==> config.mk <==
export PLATFORM = sky130hd
export DESIGN_NAME = line_raster
export DESIGN_NICKNAME = d
export VERILOG_FILES = /design/src/rtl/gpu_pkg.sv /design/src/rtl/line_setup.sv /design/src/rtl/line_raster.sv
export SDC_FILE = /design/constraint.sdc
export NUM_CORES = 1
export LEC_CHECK = 0
export BUFFER_PORTS_ARGS = -buffer_cell sky130_fd_sc_hd__buf_2
export CORE_UTILIZATION = 50
export CTS_CLUSTER_DIAMETER = 100
export DETAILED_ROUTE_END_ITERATION = 10
export PLACE_DENSITY = 0.72
export RECOVER_POWER = 50
export SYNTH_ARGS = -nofsm -noshare
export SYNTH_HDL_FRONTEND = slang
export SYNTH_SLANG_ARGS = --single-unit
==> constraint.sdc <==
create_clock -name clk -period 4.2 [get_ports clk]
set_clock_uncertainty 0.2 [all_clocks]
set_input_delay 0.42 -clock clk [delete_from_list [all_inputs] [get_ports clk]]
set_output_delay 0.42 -clock clk [all_outputs]
set_load 0.005 [all_outputs]
==> src/rtl/gpu_pkg.sv <==
// Shared GPU ALU-path definitions: opcode, line FSM states,
// and the internal width rule for the Bresenham datapath.
package gpu_pkg;

    localparam logic [2:0] OPCODE_LINE = 3'b100;

    typedef enum logic [1:0] {
        IDLE,
        SETUP,
        DRAW,
        DONE
    } state_t;

    // Two guard bits keep err and 2*err from overflowing at range extremes.
    function automatic int line_w(input int xw, input int yw);
        return ((xw > yw) ? xw : yw) + 2;
    endfunction

endpackage

==> src/rtl/line_setup.sv <==
// Combinational Bresenham setup: absolute deltas,
// step directions and the initial error term.
module line_setup
    import gpu_pkg::*;
#(
    parameter int XW = 9,
    parameter int YW = 8,
    parameter int W  = 11
) (
    input  logic signed [XW-1:0] x0,
    input  logic signed [XW-1:0] x1,
    input  logic signed [YW-1:0] y0,
    input  logic signed [YW-1:0] y1,
    output logic signed [W-1:0]  dx,
    output logic signed [W-1:0]  dy,
    output logic signed [W-1:0]  err,
    output logic                 sx_neg,
    output logic                 sy_neg
);

    logic signed [W-1:0] xd;
    logic signed [W-1:0] yd;

    always_comb begin
        xd = {{(W-XW){x1[XW-1]}}, x1} - {{(W-XW){x0[XW-1]}}, x0};
        yd = {{(W-YW){y1[YW-1]}}, y1} - {{(W-YW){y0[YW-1]}}, y0};
        dx = xd[W-1] ? -xd : xd;
        dy = yd[W-1] ? yd : -yd;
        err = dx + dy;
        sx_neg = !(x1 > x0);
        sy_neg = !(y1 > y0);
    end

endmodule

==> src/rtl/line_raster.sv <==
// Bresenham line rasteriser: command handshake in,
// one pixel per accepted step out, with abort and done pulse.
module line_raster
    import gpu_pkg::*;
#(
    parameter int XW  = 9,
    parameter int YW  = 8,
    parameter int OPW = 3,
    parameter logic [OPW-1:0] OPCODE = OPW'(OPCODE_LINE)
) (
    input  logic                 clk,
    input  logic                 reset,
    input  logic [OPW-1:0]       ctrl_ALU,
    input  logic                 cmd_valid,
    output logic                 cmd_ready,
    input  logic signed [XW-1:0] x0,
    input  logic signed [XW-1:0] x1,
    input  logic signed [YW-1:0] y0,
    input  logic signed [YW-1:0] y1,
    input  logic                 abort,
    output logic                 pix_valid,
    input  logic                 pix_ready,
    output logic signed [XW-1:0] pix_x,
    output logic signed [YW-1:0] pix_y,
    output logic                 pix_last,
    output logic                 busy,
    output logic                 done
);

    localparam int W = line_w(XW, YW);

    state_t state;

    logic signed [XW-1:0] x0_q, x1_q;
    logic signed [YW-1:0] y0_q, y1_q;
    logic signed [W-1:0]  dx_q, dy_q, err_q;
    logic                 sx_neg_q, sy_neg_q;

    logic signed [W-1:0]  s_dx, s_dy, s_err;
    logic                 s_sx_neg, s_sy_neg;

    line_setup #(
        .XW(XW),
        .YW(YW),
        .W (W)
    ) u_setup (
        .x0    (x0_q),
        .x1    (x1_q),
        .y0    (y0_q),
        .y1    (y1_q),
        .dx    (s_dx),
        .dy    (s_dy),
        .err   (s_err),
        .sx_neg(s_sx_neg),
        .sy_neg(s_sy_neg)
    );

    logic signed [W:0]    e2, dx_e, dy_e;
    logic                 step_x, step_y;
    logic signed [W-1:0]  nerr;
    logic signed [XW-1:0] nx;
    logic signed [YW-1:0] ny;

    always_comb begin
        e2     = {err_q, 1'b0};
        dx_e   = {dx_q[W-1], dx_q};
        dy_e   = {dy_q[W-1], dy_q};
        step_x = (e2 >= dy_e);
        step_y = (e2 <= dx_e);
        nerr   = err_q + (step_x ? dy_q : '0) + (step_y ? dx_q : '0);
        nx     = pix_x;
        ny     = pix_y;
        if (step_x)
            nx = sx_neg_q ? pix_x - XW'(1) : pix_x + XW'(1);
        if (step_y)
            ny = sy_neg_q ? pix_y - YW'(1) : pix_y + YW'(1);
    end

    // Depends on ctrl_ALU directly so acceptance needs no extra cycle.
    assign cmd_ready = reset && (state == IDLE) && (ctrl_ALU == OPCODE);

    always_ff @(posedge clk or negedge reset) begin
        if (!reset) begin
            state     <= IDLE;
            x0_q      <= '0;
            x1_q      <= '0;
            y0_q      <= '0;
            y1_q      <= '0;
            dx_q      <= '0;
            dy_q      <= '0;
            err_q     <= '0;
            sx_neg_q  <= 1'b0;
            sy_neg_q  <= 1'b0;
            pix_x     <= '0;
            pix_y     <= '0;
            pix_last  <= 1'b0;
            pix_valid <= 1'b0;
            busy      <= 1'b0;
            done      <= 1'b0;
        end else begin
            unique case (state)
                IDLE: begin
                    done <= 1'b0;
                    if (cmd_valid && cmd_ready) begin
                        x0_q  <= x0;
                        x1_q  <= x1;
                        y0_q  <= y0;
                        y1_q  <= y1;
                        busy  <= 1'b1;
                        state <= SETUP;
                    end
                end
                SETUP: begin
                    if (abort) begin
                        busy  <= 1'b0;
                        state <= IDLE;
                    end else begin
                        dx_q      <= s_dx;
                        dy_q      <= s_dy;
                        err_q     <= s_err;
                        sx_neg_q  <= s_sx_neg;
                        sy_neg_q  <= s_sy_neg;
                        pix_x     <= x0_q;
                        pix_y     <= y0_q;
                        pix_last  <= (x0_q == x1_q) && (y0_q == y1_q);
                        pix_valid <= 1'b1;
                        state     <= DRAW;
                    end
                end
                DRAW: begin
                    if (abort) begin
                        pix_valid <= 1'b0;
                        pix_last  <= 1'b0;
                        busy      <= 1'b0;
                        state     <= IDLE;
                    end else if (pix_ready) begin
                        if (pix_last) begin
                            pix_valid <= 1'b0;
                            pix_last  <= 1'b0;
                            done      <= 1'b1;
                            state     <= DONE;
                        end else begin
                            err_q    <= nerr;
                            pix_x    <= nx;
                            pix_y    <= ny;
                            pix_last <= (nx == x1_q) && (ny == y1_q);
                        end
                    end
                end
                DONE: begin
                    done  <= 1'b0;
                    busy  <= 1'b0;
                    state <= IDLE;
                end
                default: state <= IDLE;
            endcase
        end
    end

endmodule

* Word-level counts from Yosys, hierarchy flattened
Cells that the tools add are included.
** Cells by class
- Add/sub/neg operators :: 11
- Magnitude comparators :: 4
- Equality and inequality tests :: 17
- Mux-type cells :: 46
- Bitwise logic cells :: 1
- Reduce and logical (&&, ||, !) cells :: 20
** Operator list (count)
- $mux W11 :: 8
- $mux W9 :: 6
- $mux W8 :: 6
- $add A11 B11 Y11 :: 3
- $neg A11 Y11 :: 2
- $pmux W11 S2 :: 1
- $eq A9 B9 Y1 :: 2
- $pmux W9 S2 :: 1
- $eq A8 B8 Y1 :: 2
- $pmux W8 S2 :: 1
- $mux W1 :: 13
- $ge A12 B11 Y1 :: 1
- $le A12 B11 Y1 :: 1
- $mux W2 :: 5
- $ne A2 B2 Y1 const B :: 5
- $sub A9 B9 Y10 :: 1
- $add A9 B2 Y9 const B :: 1
- $gt A9 B9 Y1 :: 1
- $sub A8 B8 Y9 :: 1
- $sub A9 B2 Y9 const B :: 1
- $add A8 B2 Y8 const B :: 1
- $gt A8 B8 Y1 :: 1
- $pmux W2 S4 :: 1
- $reduce_and A4 Y1 :: 2
- 17 further kinds :: 32
** Storage, ports and cells
- Register bits :: 92
- Input bits :: 42
- Output and inout bits :: 22
- Logic and storage cells :: 115

* Longest topological paths before layout
- Depth after elaboration :: 9
- Gate-level depth with buffers :: 23
- Gate-level depth less buffers :: 21

* By module
Synthesis repeated with hierarchy kept, for this count alone.
** Second synthesis, totals
- Cells, all modules :: 919
- Area total of the unflattened synthesis :: 8395.6 um2
** Modules (own cells, without submodules)
- line_raster :: instances 1, cells each 683, area each 6547.5 um2, seq. area each 2302.2 um2
- line_setup :: instances 1, cells each 236, area each 1848.0 um2, seq. area each 0.0 um2

* Least setup slack after synthesis
No wires, ideal clock.
- Path type :: flip-flop to flip-flop
- Start :: register err_q[10]
- End :: register err_q[9]
- Setup time :: 138 ps
- Data arrival time :: 4169 ps
- Required time :: 3862 ps
- Path slack :: -308 ps
- Stages on the path, launching flop included :: 22
- Path buffers :: 2
- Period minus slack after synthesis :: 4508 ps
- Path through :: dfrtp_1 ha_1 buf_4 and4_4 nand3_2 o211ai_4 mux2i_1 nor2_2 buf_4 nor2_1 fa_1 ha_1 fa_1 a21oi_1 nor2_1 nor2_1 o21bai_1 a21oi_1 o21ai_0 xor2_1 nand3_1 o211ai_1
** On the way
- Cells in the longest elaborated chain, start to end :: 8
- Elaborated cells between the ends (all ways) :: 10
- Classes of those cells :: add/sub: 2; order compare: 2; mux: 6
** RTL lines
- start, declared :: line line_raster.sv:36 : logic signed [W-1:0] dx_q, dy_q, err_q;
- start signal, assigned :: line line_raster.sv:120 : err_q <= s_err;
- start signal, assigned :: line line_raster.sv:143 : err_q <= nerr;
- $ge A12 B11 Y1 :: line line_raster.sv:68 : step_x = (e2 >= dy_e);
- $mux W11 :: line line_raster.sv:70 : nerr = err_q + (step_x ? dy_q : '0) + (step_y ? dx_q : '0);
- $add A11 B11 Y11 :: line line_raster.sv:70
- $add A11 B11 Y11 (*) :: line line_raster.sv:70
- $mux W11 (*) :: line line_raster.sv:137 : if (pix_last) begin
- $mux W11 (*) :: line line_raster.sv:136 : end else if (pix_ready) begin
- $mux W11 (*) :: line line_raster.sv:131 : if (abort) begin
- $pmux W11 S2 (*) :: line line_raster.sv:101 : unique case (state)
Every way passes the cells marked *; elsewhere a longest branch is shown, timed or not. The select of a mux whose other input is x is not followed.
A chain may end at the register's enable or synchronous reset.

* Worst setup path in the final report
Ends and elaborated chain as after synthesis.

==> metrics.cfg <==
[synth]
synth_xor_area_frac=0.0768
synth_compound_area_frac=0.191
synth_top_area_share=0.291
async_reset_ff_frac=1.00
synth.distinct_cells=80
yosysSeqAreaShare=0.291
yosys_warnings=0
yosys.area_share.simple=0.150
synth-edff-count=0
synth_area_leader_cell=dfrtp_1
synth_area_um2=7920
yosys-mux-area-fraction=0.0801
synth_top_family_by_area=compound AO/OA/AOI/OAI gates
avgSynthCellArea_um2=9.20
syn_inst=861
syn-num-nets=998
yosysMostFrequentCell=dfrtp_1
yosys_most_used_dff=dfrtp_1
synth_commonest_cells=92 x dfrtp_1, 79 x ha_1, 67 x inv_1
ys_top_cells_by_area=dfrtp_1 29%, ha_1 12%, mux2_2 7.3%
synth_adder_area_share=0.165
ys_ff_latch=92

[timing]
slew_headroom=0.136
rsz0062_at_grt=true
fmax_ghz=0.230
fin_crit_ps=4350
finalHoldViolCount=0
finalMaxSlewViolations=0
finalCritPeriodShare=1.04
fin_ws_ps=-149
worst_slew_pin_slew_ps=1300
finalSetupViolCount=3

[floorplanning]
start_util=0.517
die-width_um=128
die_h_um=128
io_pins=64
coreArea_um2=15300
die_area_um2=16300
rows=45

[clocking]
cts.root.buffer_cell=clkbuf_16
numClockSinks=92
htreeDepth=3
clock_path_buffers=2
clk_pin_slew_ps=70
clk_latency_ps=360
tritoncts=yes
numCtsBuffers=9

[setup_path]
r2r_start=err_q[10]$_DFFE_PN0P_
start_kind=flop
crit_path_max_fanout=5
r2r_slack_ps=-150
endpoint_kind=flop
crit_required_ps=4260
reg2regPathDepth=19
cp.arrival_ps=4410
reg2reg_to=err_q[9]$_DFFE_PN0P_
worstSetupPathType=reg -> reg

[route]
avgViaCountPerCell=5.77
drc=0
routed-via-count=7060
topRoutingLayerUsed=met4
dr_wl_met3_um=1230
drt_iter0_drc=441
firstDrtPassIters=5
wl_met2_um=10400
antenna_left=0
routedWlPerCell_um=17.6
met1_length_um=9240
wl_um=21500

[worst_hold_path]
hp-class=in -> reg
whs_endpoint=y0_q[1]$_DFFE_PN0P_
hp-start=y0[1]
hold_depth=2

[finish]
antenna_cells=0
final_cell_area_um2=9720
nFillCells=1300
drive_gt1_frac=0.295
area_growth_pct=22.7
finalNetCount=1144
multi_input_area_um2=5540
seqCellArea_um2=2300
fin_cells=1223

[flow_run]
drv_cap=0

[place]
hpwl_um=16000
place.gp.congestion=0.957
place_area_um2=9020
dp_cells=1188
portBuffers=63
place_ws_ps=-173

[global_routing]
grt.total_usage=0.274
antenna_found_initial=0
grt_start_max_net_pins=51
grt_pass1_vias=6769
overflow=0
grt_pass1_wl_um=34600

[status]
status=complete, but fails checks
violations=setup timing

-- final cells by class --
type | count | area share
clock buffers | 10 | 0.0236
multi-input cells | 676 | 0.570
well taps | 211 | 0.0272
inverters | 67 | 0.0259
flip-flops and latches | 92 | 0.237
repair buffers | 161 | 0.108
clock inverters | 6 | 0.00734
-- critical path, cell delays in order (launching register included) --
cell and delay (ps):
dfrtp_2 460, ha_4 290, and4_4 290, nand3_4 90, o211ai_4 250, mux2i_4 310
nor2_4 70, nor2_2 100, fa_1 440, buf_4 160, fa_2 400, a21oi_2 140
nor2_1 50, nor2_1 150, o21bai_1 120, a21oi_2 170, o21ai_1 100, xor2_1 200
nand3_1 120, o211ai_1 130
-- metrics by stage --
stage	util	setup TNS [ps]	hold slack (ps)
finish	0.634	-239	82.7
global route	0.634	-888	82.0
CTS	0.622	-27.8	77.8
detailed placement	0.589	-391	268
global placement	0.589	-184	262
floorplan	-	-80.9	-75.6
-- worst max-delay path by stage --
stage | start | to | slack, ps | cells after the start
2_1_floorplan | err_q[10]$_DFFE_PN0P_ | err_q[9]$_DFFE_PN0P_ | -50 | 21
3_3_place_gp | err_q[8]$_DFFE_PN0P_ | err_q[10]$_DFFE_PN0P_ | -120 | 19
3_5_place_dp | err_q[8]$_DFFE_PN0P_ | err_q[10]$_DFFE_PN0P_ | -170 | 19
4_1_cts | x0_q[1]$_DFFE_PN0P_ | err_q[10]$_DFFE_PN0P_ | -30 | 19
5_1_grt | err_q[10]$_DFFE_PN0P_ | err_q[9]$_DFFE_PN0P_ | -300 | 19
6_report | err_q[10]$_DFFE_PN0P_ | err_q[9]$_DFFE_PN0P_ | -150 | 19
-- kinds of logic (layout without fill, tap and decap cells) --
group | count (synthesis) | in the layout
compound gates | 221 | 221
mux | 57 | 57
simple gates | 236 | 236
flops | 92 | 92
xor+xnor | 67 | 67
fa+ha+maj | 95 | 95
buf+inv | 93 | 244
-- registers in the layout, summed over array words and instances, names as in the netlist --
| register | flops |
|---|---|
| y0_q | 8 |
| y1_q | 8 |
| dx_q | 11 |
| sx_neg_q | 1 |
| x1_q | 9 |
| sy_neg_q | 1 |
| x0_q | 9 |
| err_q | 11 |
| done | 1 |
| pix_y | 8 |
| pix_x | 9 |
| pix_valid | 1 |
| dy_q | 11 |
| busy | 1 |
| state | 2 |
| pix_last | 1 |
-- repair_timing --
| action | CTS | global route |
|---|---|---|
| gates cloned | 0 | 0 |
| setup endpoints to repair | 5 | 6 |
| endpoints found under the hold margin | 42 | 0 |
| buffers inserted | 13 | 6 |
| resized for setup | 19 | 39 |
| hold buffers | 1 | 0 |
| pin swaps | 28 | 28 |
-- per-layer routing --
layer | up-vias | track usage
met5 | - | 0
met4 | 0 | 0.0990
met3 | 45 | 0.0488
met2 | 223 | 0.457
met1 | 3394 | 0.357
li1 | 3398 | -
-- cells in the final DEF, fill, tap and decap left out, types with 4 or more instances in the layout --
cell	n
buf_2	56
nand2_1	58
a21oi_2	10
clkbuf_16	9
nand3_1	25
o21ai_1	9
ha_1	71
a21boi_0	4
o22ai_1	22
mux2i_1	4
nor3_1	17
nor2_1	54
buf_4	95
o21ai_2	4
xnor2_1	38
o21bai_1	7
mux2_2	49
a22oi_1	4
or3_1	4
a2111oi_0	5
inv_1	61
nor4_1	4
xor2_1	25
nor2_2	4
nor2b_1	11
o21a_1	7
inv_2	6
dfrtp_1	90
a21oi_1	41
ha_4	6
nand4_1	8
o211ai_1	5
fa_1	13
clkbuf_1	6
nand2b_1	14
a21o_1	14
o21ai_0	39
and3_1	5
Power is left out: the tool's default activity adds up to more than one toggle a clock period on the data nets, which glitch-free logic cannot reach.
